==> config.mk <==
export PLATFORM = sky130hd
export DESIGN_NAME = mem_readback_ctrl
export DESIGN_NICKNAME = d
export VERILOG_FILES = /design/src/rtl/mem_readback_ctrl.sv
export SDC_FILE = /design/constraint.sdc
export NUM_CORES = 1
export LEC_CHECK = 0
export BUFFER_PORTS_ARGS = -buffer_cell sky130_fd_sc_hd__buf_2
export CAP_MARGIN = 20
export CORE_MARGIN = 1.5
export CORE_UTILIZATION = 30
export CTS_CLUSTER_SIZE = 25
export DETAILED_ROUTE_END_ITERATION = 7
export SYNTH_ARGS = -nofsm -noshare
export SYNTH_HDL_FRONTEND = slang
export SYNTH_SLANG_ARGS = --single-unit
==> constraint.sdc <==
create_clock -name clk -period 2.5 [get_ports clk]
set_clock_uncertainty 0.05 [all_clocks]
set_input_delay 0.5 -clock clk [delete_from_list [all_inputs] [get_ports clk]]
set_output_delay 0.5 -clock clk [all_outputs]
set_load 0.03 [all_outputs]
==> src/rtl/mem_readback_ctrl.sv <==
// Block readback controller: streams a run of words from instruction or data
// memory out as a valid/ready stream, holding busy while the block is in progress.
module mem_readback_ctrl #(
  parameter int CNT_W     = 16,
  parameter int ADDR_STEP = 4,
  parameter int RD_LAT    = 1
) (
  input  logic             clk,
  input  logic             rst_n,
  input  logic             start,
  input  logic             sel,
  input  logic [31:0]      base_addr,
  input  logic [CNT_W-1:0] word_cnt,
  output logic [31:0]      ins_rd_addr,
  output logic             ins_rd_en,
  input  logic [31:0]      ins_rd_data,
  output logic [31:0]      data_rd_addr,
  output logic             data_rd_en,
  input  logic [31:0]      data_rd_data,
  output logic [31:0]      dout,
  output logic [31:0]      dout_addr,
  output logic             dout_vld,
  input  logic             dout_rdy,
  output logic             busy,
  output logic             done
);

  typedef enum logic [2:0] {
    S_IDLE,
    S_READ,
    S_WAIT,
    S_OUT,
    S_FIN
  } state_t;

  localparam logic [1:0]       LAT_INIT = 2'(RD_LAT - 1);
  localparam logic [31:0]      STEP     = 32'(ADDR_STEP);
  localparam logic [CNT_W-1:0] ONE      = {{(CNT_W-1){1'b0}}, 1'b1};

  state_t           state_q, state_d;
  logic             sel_q, sel_d;
  logic [31:0]      cur_addr_q, cur_addr_d;
  logic [CNT_W-1:0] remaining_q, remaining_d;
  logic [1:0]       lat_q, lat_d;
  logic [31:0]      dout_q, dout_d;
  logic [31:0]      dout_addr_q, dout_addr_d;

  // NOTE: reset is synchronous, so it sits inside the clocked branch rather than the sensitivity list.
  always_ff @(posedge clk) begin
    if (!rst_n) begin
      state_q     <= S_IDLE;
      sel_q       <= 1'b0;
      cur_addr_q  <= '0;
      remaining_q <= '0;
      lat_q       <= '0;
      dout_q      <= '0;
      dout_addr_q <= '0;
    end else begin
      state_q     <= state_d;
      sel_q       <= sel_d;
      cur_addr_q  <= cur_addr_d;
      remaining_q <= remaining_d;
      lat_q       <= lat_d;
      dout_q      <= dout_d;
      dout_addr_q <= dout_addr_d;
    end
  end

  // NOTE: every output of this block is given a default first, so no path can infer a latch.
  always_comb begin
    state_d      = state_q;
    sel_d        = sel_q;
    cur_addr_d   = cur_addr_q;
    remaining_d  = remaining_q;
    lat_d        = lat_q;
    dout_d       = dout_q;
    dout_addr_d  = dout_addr_q;
    ins_rd_en    = 1'b0;
    ins_rd_addr  = '0;
    data_rd_en   = 1'b0;
    data_rd_addr = '0;
    dout_vld     = 1'b0;
    done         = 1'b0;

    case (state_q)
      S_IDLE: begin
        if (start) begin
          sel_d       = sel;
          cur_addr_d  = base_addr;
          remaining_d = word_cnt;
          state_d     = (word_cnt == '0) ? S_FIN : S_READ;
        end
      end
      S_READ: begin
        if (sel_q) begin
          data_rd_en   = 1'b1;
          data_rd_addr = cur_addr_q;
        end else begin
          ins_rd_en   = 1'b1;
          ins_rd_addr = cur_addr_q;
        end
        lat_d   = LAT_INIT;
        state_d = S_WAIT;
      end
      S_WAIT: begin
        if (lat_q != 2'd0) begin
          lat_d = lat_q - 2'd1;
        end else begin
          dout_d      = sel_q ? data_rd_data : ins_rd_data;
          dout_addr_d = cur_addr_q;
          state_d     = S_OUT;
        end
      end
      S_OUT: begin
        dout_vld = 1'b1;
        if (dout_rdy) begin
          remaining_d = remaining_q - ONE;
          cur_addr_d  = cur_addr_q + STEP;
          state_d     = (remaining_q == ONE) ? S_FIN : S_READ;
        end
      end
      S_FIN: begin
        done    = 1'b1;
        state_d = S_IDLE;
      end
      default: state_d = S_IDLE;
    endcase
  end

  assign busy      = (state_q != S_IDLE);
  assign dout      = dout_q;
  assign dout_addr = dout_addr_q;

endmodule

==> flow_summary.ini, run 1 <==
[status]
outcome = finished, final reports clean

[critical_path]
rr_startpoint = state_q[2]
critPathCaptureType = primary output
critPathBufInv = 3
critPathLaunchType = register
cp.required_ns = 1.95
critPathSlowestCell = dfxtp_2
arrival_ns = 1.84
startpoint = state_q[1]
worstPathCellList = nand2b_4 -> nor3b_4 -> buf_4 -> buf_6 -> and2_2 -> buf_2
crit_fanout = 17
criticalPathCategory = reg2out
cpPeakStageDelay_ns = 0.39
crit_family = simple AND/OR/NAND/NOR gates

[sta]
drv_slew = 0
fin_crit_sh_pct = 95.60
finalSetupViolCount = 0
tightest_slew_ns = 0.5898
worst_slack_ns = 0.1099
rsz0062_at_grt = false
final_hold_viol_count = 0
max_freq_mhz = 418.4
fin_tns_setup_ns = 0
period_needed_ns = 2.390
timing.slew.headroom_pct = 60.53

[clocking]
clk_pin_slew_worst_paths_ns = 0.06
clk_latency_ns = 0.42
cts_root_buf = clkbuf_16
clock-sinks = 118
cts_hold_buffers = 0
cts_tree = built
cts_buffers = 17
clockBufferDepth = 2
htreeDepth = 4

[detailed_routing]
vias = 7006
drtIter0Drc = 408
wirelength_um = 22590
drtPass1Iterations = 5
ant_nets = 0
wl_per_cell_um = 16.64
drc = 0
vias_per_cell = 5.163

[worst_hold_path]
hold_start = sel
hold_path_class = in2reg

[layout]
final_cell_mix = 248 x buf_2, 115 x dfxtp_1, 104 x nand2_1, 68 x and2_1, 65 x nor2_1
drive_above_1_share_pct = 32.93
areaGrowthSynthToFinish_pct = 36.06
nNetsFinal = 1189
multi_input_area_sq_um = 3785
n_fill_cell = 2206
final_common_cell = buf_2
final-seq-area_sq_um = 2366

[die]
core_area_sq_um = 21090
die_h_um = 149.9
num_rows = 53
die_area_sq_um = 22460
fp.dieW_um = 149.9
ios = 250
start_util_pct = 30.69

[yosys]
synthDistinctLibCells = 66
syn_nets = 951
syn-cell-area_sq_um = 6471
ys_seq_area_share_pct = 36.50
synth_area_per_cell_sq_um = 7.797
synthCells = 830
synth-seq-cells = 118
synth-async-reset-ratio_pct = 0
ys_warn_count = 0
synth_edf_count = 0
synth_ff_type = dfxtp_1

[power]
peakVddDrop_mv = 0.4659
leakage_nw = 3.783
powerDensity_nw_per_um2 = 717.1

[global_route]
grt_pass1_vias = 6412
grt_max_degree = 66
antenna_found_initial = 6
grt_pass1_wl_um = 34980
grt_overflow = 0
grt.total_usage_pct = 20.17

[place]
place_congestion = 0.8134
pre_cts_ws_ns = 0.3363
portBuffers = 249
dp_hpwl_um = 16260

[flow_run]
cap_violations = 0
-- cells in the mapped netlist, types with 16 or more instances --
cell type	instances	area, sq um
dfxtp_1	118	2362
nor4_1	16	100.1
nand2_1	104	390.4
a31oi_1	17	106.4
nor3_1	22	110.1
nand4_1	21	131.4
clkbuf_1	61	229.0
nand3_1	19	95.09
mux2i_1	32	320.3
and2_1	68	425.4
a21oi_1	56	280.3
a211oi_1	44	330.3
o21ai_0	28	140.1
nor2_1	65	244.0
-- report_power, final --
group / switching [W] / internal (W)
sequential: 0.000196 / 0.00208
clock: 0.000955 / 0.00150
combinational: 0.00101 / 0.000581
-- sequential cells by signal (all words and copies together) (netlist names) --
register and count:
cur_addr_q 32, dout 32, dout_addr 32, lat_q 2, remaining_q 16, sel_q 1, state_q 3
-- timing repair --
action / CTS / global route
hold endpoints to repair: 0 / 0
endpoints found under the setup margin: 63 / 43
pin swaps: 1 / 0
gates cloned: 1 / 0
gates resized for setup: 6 / 3
buffers inserted: 2 / 0
-- worst register-to-register path: stages (launching register included) --
cell and delay, ns:
dfxtp_1 0.41, or4b_1 0.63, nand2_1 0.17, buf_12 0.19, a311oi_1 0.13, a2111oi_0 0.46
-- cell families (layout without fill, tap and decap cells) --
| family | after synthesis | after routing | synth area share (%) |
|---|---|---|---|
| other | 0 | 1 | 0 |
| muxes | 32 | 32 | 4.950 |
| DFF | 118 | 118 | 36.50 |
| AOI/OAI and AO/OA | 215 | 215 | 22.33 |
| and+or+nand+nor | 370 | 370 | 29.76 |
| buffers and inverters | 91 | 342 | 5.684 |
| adders and majority gates | 4 | 4 | 0.7734 |
-- final timing paths --
path         cells after the start         endpoint  slack [ns]
max                              6  data_rd_addr[9]        0.11
min                              3            sel_q        0.26
max reg2reg                      5   cur_addr_q[14]        0.30
min reg2reg                      2    dout_addr[27]        0.40
-- area by class of cell --
type / count / share of cell area [%]
well taps: 275 / 3.908
clock inverters: 14 / 1.734
repair buffers: 300 / 19.04
diodes: 1 / 0.02842
inverters: 10 / 0.4405
flip-flops and latches: 118 / 26.87
multi-input cells: 621 / 42.99
clock buffers: 18 / 4.988
-- per-layer routing --
layer / vias to the layer above / routed length (um) / global-route usage [%]
met3: 32 / 1885 / 6.463
li1: 3524 / - / -
met4: 8 / 320 / 7.108
met5: - / 39 / 0
met1: 3149 / 9714 / 24.47
met2: 293 / 10630 / 33.35
-- metrics by stage --
step	power [W]	instance area, sq um	cells	util (%)	hold WS (ns)
global placement	0.003877	8162	1321	38.70	0.3898
CTS	0.006374	8793	1356	41.70	0.2399
detailed placement	0.003885	8162	1321	38.70	0.3930
global route	0.006632	8802	1356	41.74	0.2640
floorplan	0.003294	6471	830	-	0.3990
finish	0.006313	8805	1357	41.75	0.2612
Power figures use the tool's default switching activity.
==> run 2: changes to the inputs <==
ABC_AREA = 1   (was unset)
BUFFER_PORTS_ARGS = -buffer_cell sky130_fd_sc_hd__buf_4   (was -buffer_cell sky130_fd_sc_hd__buf_2)
==> flow_summary.ini, run 2 <==
[critical_path]
endpoint = ins_rd_addr[14]
cp.required_ns = 1.95
crit_fanout = 21
criticalPathCategory = reg2out
worstPathCellList = nor3_2 -> inv_1 -> nor2_2 -> inv_4 -> buf_12 -> nor2_1 -> buf_4
rr_startpoint = state_q[2]
critPathCaptureType = primary output
arrival_ns = 1.84
startpoint = state_q[1]
r2r_setup_slack_ns = 0.60
critPathSlowestCell = dfxtp_1
crit_family = buffers and inverters
critPathBufInv = 4
r2r_cells = 9
timing.rr.end = remaining_q[11]
cpPeakStageDelay_ns = 0.37
cp.depth = 7
critPathLaunchType = register

[detailed_routing]
wl_per_cell_um = 15.33
drtPass1Iterations = 5
vias_per_cell = 4.831
drtIter0Drc = 452
wirelength_um = 23920
vias = 7536
drc = 0
ant_nets = 0

[sta]
fin_crit_sh_pct = 95.62
timing.slew.headroom_pct = 66.25
tightest_slew_ns = 0.5044
finalSetupViolCount = 0
final_hold_viol_count = 0
worst_slack_ns = 0.1096
period_needed_ns = 2.390
max_freq_mhz = 418.3
drv_slew = 0

[clocking]
cts_buffers = 17
cts_hold_buffers = 0
clk_pin_slew_worst_paths_ns = 0.06
cts_tree = built
clock-sinks = 118
clk_latency_ns = 0.43
clockBufferDepth = 2
cts_root_buf = clkbuf_16
htreeDepth = 4

[die]
die_area_sq_um = 22250
die_h_um = 149.2
fp.dieW_um = 149.2
start_util_pct = 30.58
num_rows = 53
core_area_sq_um = 20960
ios = 250

[yosys]
synthMostInstantiatedCell = nand2_1
synth_ff_type = dfxtp_1
syn_nets = 1159
ys_top_cells_by_area = dfxtp_1 37%, nand2_1 16%, nor2_1 12%
synth-seq-cells = 118
netlist.area_leader.share_pct = 36.86
ys_seq_area_share_pct = 36.86
ys_warn_count = 0
syn-cell-area_sq_um = 6409
synth-async-reset-ratio_pct = 0
synth_area_per_cell_sq_um = 6.174
yosys-top-cells-count = 265 x nand2_1, 202 x nor2_1, 118 x dfxtp_1, 88 x o21ai_0, 87 x a21oi_1
synthCells = 1038
yosysTopAreaCell = dfxtp_1
synthDistinctLibCells = 32
synth_edf_count = 0

[layout]
final_cell_mix = 268 x buf_4, 265 x nand2_1, 199 x nor2_1, 117 x dfxtp_1, 88 x o21ai_0
antennaDiodeCount = 0
areaGrowthSynthToFinish_pct = 44.10
nNetsFinal = 1393
final_common_cell = buf_4
finalNonFillerCells = 1560
drive_above_1_share_pct = 25.06
n_fill_cell = 2256

[power]
p_switching_w = 0.004697
intPower_w = 0.005809
peakVddDrop_mv = 0.5401
p_comb_share_pct = 46.4
pwr-share-seq_pct = 29.1
leakage_nw = 3.984
switching_share_pct = 44.71
p_clk_share_pct = 24.5
powerDensity_nw_per_um2 = 1138

[global_route]
antenna_found_initial = 0
grt_pass1_vias = 6784
grt_pass1_wl_um = 36400
grt_overflow = 0
grt_max_degree = 83
grt.total_usage_pct = 21.18

[status]
outcome = finished, final reports clean

[place]
portBuffers = 249
place_congestion = 0.8840
dp.cells = 1526
dp_hpwl_um = 17750
pre_cts_ws_ns = 0.2622

[flow_run]
cap_violations = 0

[worst_hold_path]
hold_path_class = in2reg
-- run 2: cell count changes after synthesis, moves of 32 or more --
| cell | change |
|---|---|
| mux2i_1 | -32 |
| inv_1 | +65 |
| nor2_1 | +137 |
| nand2_1 | +161 |
| and2_1 | -68 |
| a211oi_1 | -40 |
| o21ai_0 | +60 |
| nand3_1 | +37 |
-- run 2: stage by stage --
stage	cell area, sq um	hold slack, ns	power (W)	setup TNS, ns	util (%)
2_1_floorplan	6409	0.3930	0.006192	-1.237	-
3_3_place_gp	8589	0.4063	0.007909	0	40.99
3_5_place_dp	8589	0.4185	0.007941	0	40.99
4_1_cts	9211	0.2790	0.01056	0	43.96
5_1_grt	9235	0.2843	0.01120	-0.02341	44.07
6_report	9235	0.2912	0.01051	0	44.07
-- run 2: power by group through the flow --
stage | clock network, W | registers, W | logic [W]
2_1_floorplan | 0 | 0.00375 | 0.00244
3_3_place_gp | 0 | 0.00305 | 0.00486
3_5_place_dp | 0 | 0.00306 | 0.00488
4_1_cts | 0.00262 | 0.00304 | 0.00490
5_1_grt | 0.00271 | 0.00314 | 0.00534
6_report | 0.00258 | 0.00305 | 0.00488
-- run 2: how the worst min path moves through the flow --
| stage | endpoint | slack (ns) | start | cells after the start |
|---|---|---|---|---|
| floorplan | lat_q[1] | 0.39 | lat_q[1] | 2 |
| global placement | cur_addr_q[1] | 0.41 | cur_addr_q[1] | 2 |
| detailed placement | lat_q[1] | 0.42 | lat_q[1] | 2 |
| CTS | dout[10] | 0.28 | ins_rd_data[10] | 3 |
| global route | dout[0] | 0.28 | ins_rd_data[0] | 3 |
| finish | dout[22] | 0.29 | ins_rd_data[22] | 3 |
-- run 2: final cells by class --
type                    instances  area (sq um)  area share (%)
repair buffers                273          2112           22.87
inverters                      77         291.5           3.157
well taps                     275         344.1           3.726
multi-input cells             785          3507           37.98
flip-flops and latches        118          2364           25.59
clock buffers                  19         442.9           4.796
clock inverters                13         173.9           1.883
-- run 2: what timing repair did --
action | in CTS | in global routing
hold endpoints to repair | 0 | 0
endpoints found under the setup margin | 59 | 44
buffers inserted | 0 | 2
gates resized for setup | 3 | 4
-- run 2: routing by layer --
| metal | vias up | GRT usage (%) | share of wire (%) | wire (um) |
|---|---|---|---|---|
| met1 | 3414 | 26.58 | 44 | 10430 |
| met4 | 0 | 5.050 | 0.88 | 210 |
| met3 | 15 | 5.229 | 6.7 | 1604 |
| met5 | - | 0 | 0 | 0 |
| met2 | 258 | 36.34 | 49 | 11680 |
| li1 | 3849 | - | - | - |
-- run 2: tightest hold or removal path: cells and delay by family --
| family | cells | cell delay (ns) |
|---|---|---|
| buf+inv | 1 | 0.10 |
| compound gates | 1 | 0.07 |
| simple gates | 1 | 0.05 |
-- run 2: cells by family (layout without fill, tap and decap cells) --
group | count (synthesis) | in the layout | synth area share [%]
buf+inv | 135 | 382 | 8.688
xor+xnor | 3 | 3 | 0.4101
fa+ha+maj | 4 | 4 | 0.7810
simple gates | 545 | 545 | 33.99
compound gates | 233 | 233 | 19.27
flops | 118 | 118 | 36.86
==> run 3: changes to the inputs <==
PLACE_DENSITY_LB_ADDON = 0.05   (was unset)
==> flow_summary.ini, run 3 (synthesis results as in run 2) <==
[worst_hold_path]
hold_path_class = in2reg
hold_start = word_cnt[1]
holdPathStages = 3

[layout]
final_cell_mix = 265 x nand2_1, 263 x buf_4, 199 x nor2_1, 117 x dfxtp_1, 88 x o21ai_0
nNetsFinal = 1388
antennaDiodeCount = 0
drive_above_1_share_pct = 24.78
n_fill_cell = 2339
final_common_cell = nand2_1
areaGrowthSynthToFinish_pct = 43.89
finalNonFillerCells = 1554

[sta]
fin_crit_sh_pct = 93.89
final_hold_viol_count = 0
worst_slack_ns = 0.1527
max_freq_mhz = 426.0
timing.slew.headroom_pct = 53.08
tightest_slew_ns = 0.7028
period_needed_ns = 2.347
rsz0062_at_grt = false
drv_slew = 0
finalSetupViolCount = 0

[detailed_routing]
drc = 0
drtIter0Drc = 343
ant_nets = 0
wirelength_um = 23990
vias_per_cell = 4.759
vias = 7396
drtPass1Iterations = 5
wl_per_cell_um = 15.44

[status]
outcome = finished, final reports clean

[critical_path]
startpoint = state_q[1]
rr_startpoint = state_q[1]
criticalPathCategory = reg2out
critPathLaunchType = register
r2r_cells = 8
crit_fanout = 29
arrival_ns = 1.80
critPathCaptureType = primary output
cp.required_ns = 1.95

[die]
die_area_sq_um = 22250
start_util_pct = 30.58
die_h_um = 149.2
ios = 250
core_area_sq_um = 20960
num_rows = 53
fp.dieW_um = 149.2

[power]
peakVddDrop_mv = 0.4813
powerDensity_nw_per_um2 = 1146
leakage_nw = 3.969

[clocking]
clk_latency_ns = 0.42
cts_buffers = 17
htreeDepth = 4
clockBufferDepth = 2
cts_root_buf = clkbuf_16
clk_pin_slew_worst_paths_ns = 0.05
cts_tree = built
clock-sinks = 118

[flow_run]
cap_violations = 0

[place]
place_congestion = 0.8623
portBuffers = 249
dp.cells = 1523
dp_hpwl_um = 18100
pre_cts_ws_ns = 0.3250

[global_route]
grt_overflow = 0
antenna_found_initial = 0
grt_pass1_vias = 6979
grt.total_usage_pct = 21.60
grt_pass1_wl_um = 37360
grt_max_degree = 61
-- run 3: cell types whose count changed in the layout (fill, tap and decap cells not counted), sizes merged --
cell	delta
inv	-2
clkbuf	+1
clkinv	-1
buf	-5
bufinv	+1
-- run 3: metrics by stage --
step                      setup TNS, ns  utilization (%)  total power, W  hold WS (ns)  area, sq um
after floorplan                  -1.237                -        0.006192        0.3930         6409
after global placement                0            40.82        0.007947        0.4164         8554
after detailed placement              0            40.82        0.007930        0.4142         8554
after CTS                             0            43.92         0.01065        0.2780         9204
after global routing                  0            44.01         0.01132        0.3003         9221
final                                 0            44.01         0.01057        0.2883         9221
-- run 3: final cells by class --
type                            instances  area (sq um)  area share [%]
Tap cell                              275         344.1           3.731
Clock inverter                         11         173.9           1.886
Timing Repair Buffer                  268          2066           22.40
Inverter                               77         289.0           3.134
Sequential cell                       118          2364           25.63
Clock buffer                           20         466.7           5.061
Multi-Input combinational cell        785          3518           38.15
-- run 3: critical path, cell delays in order, from the launching register on --
cell and delay (ns):
dfxtp_1 0.38, nor3_4 0.22, inv_2 0.09, nor2_2 0.11, inv_1 0.09, buf_6 0.19, nor2_1 0.12, buf_4 0.17
-- run 3: worst paths after layout --
| path | slack (ns) | endpoint |
|---|---|---|
| worst max-delay path | 0.15 | ins_rd_addr[27] |
| worst min-delay path | 0.29 | remaining_q[1] |
| worst max register to register | 0.38 | cur_addr_q[9] |
| worst min register to register | 0.42 | cur_addr_q[1] |
-- run 3: report_power, final --
group	switching [W]	total, W	internal [W]	leakage, nW
combinational	0.00321	0.00484	0.00162	2.70
sequential	0.000507	0.00306	0.00255	0.967
clock	0.000929	0.00267	0.00174	0.304
-- run 3: metal layers --
layer  vias up  part of all wire [%]  track usage, %
met3        18                   6.7           5.596
met4         0                   1.1           4.901
met5         -                     0               0
met2       209                    47           36.06
met1      3335                    45           27.83
li1       3834                     -               -
-- run 3: timing repair --
item,4_1_cts,5_1_grt
gates cloned,0,0
hold buffers,0,0
buffers inserted,0,0
resized for setup,3,6
endpoints found under the setup margin,54,59
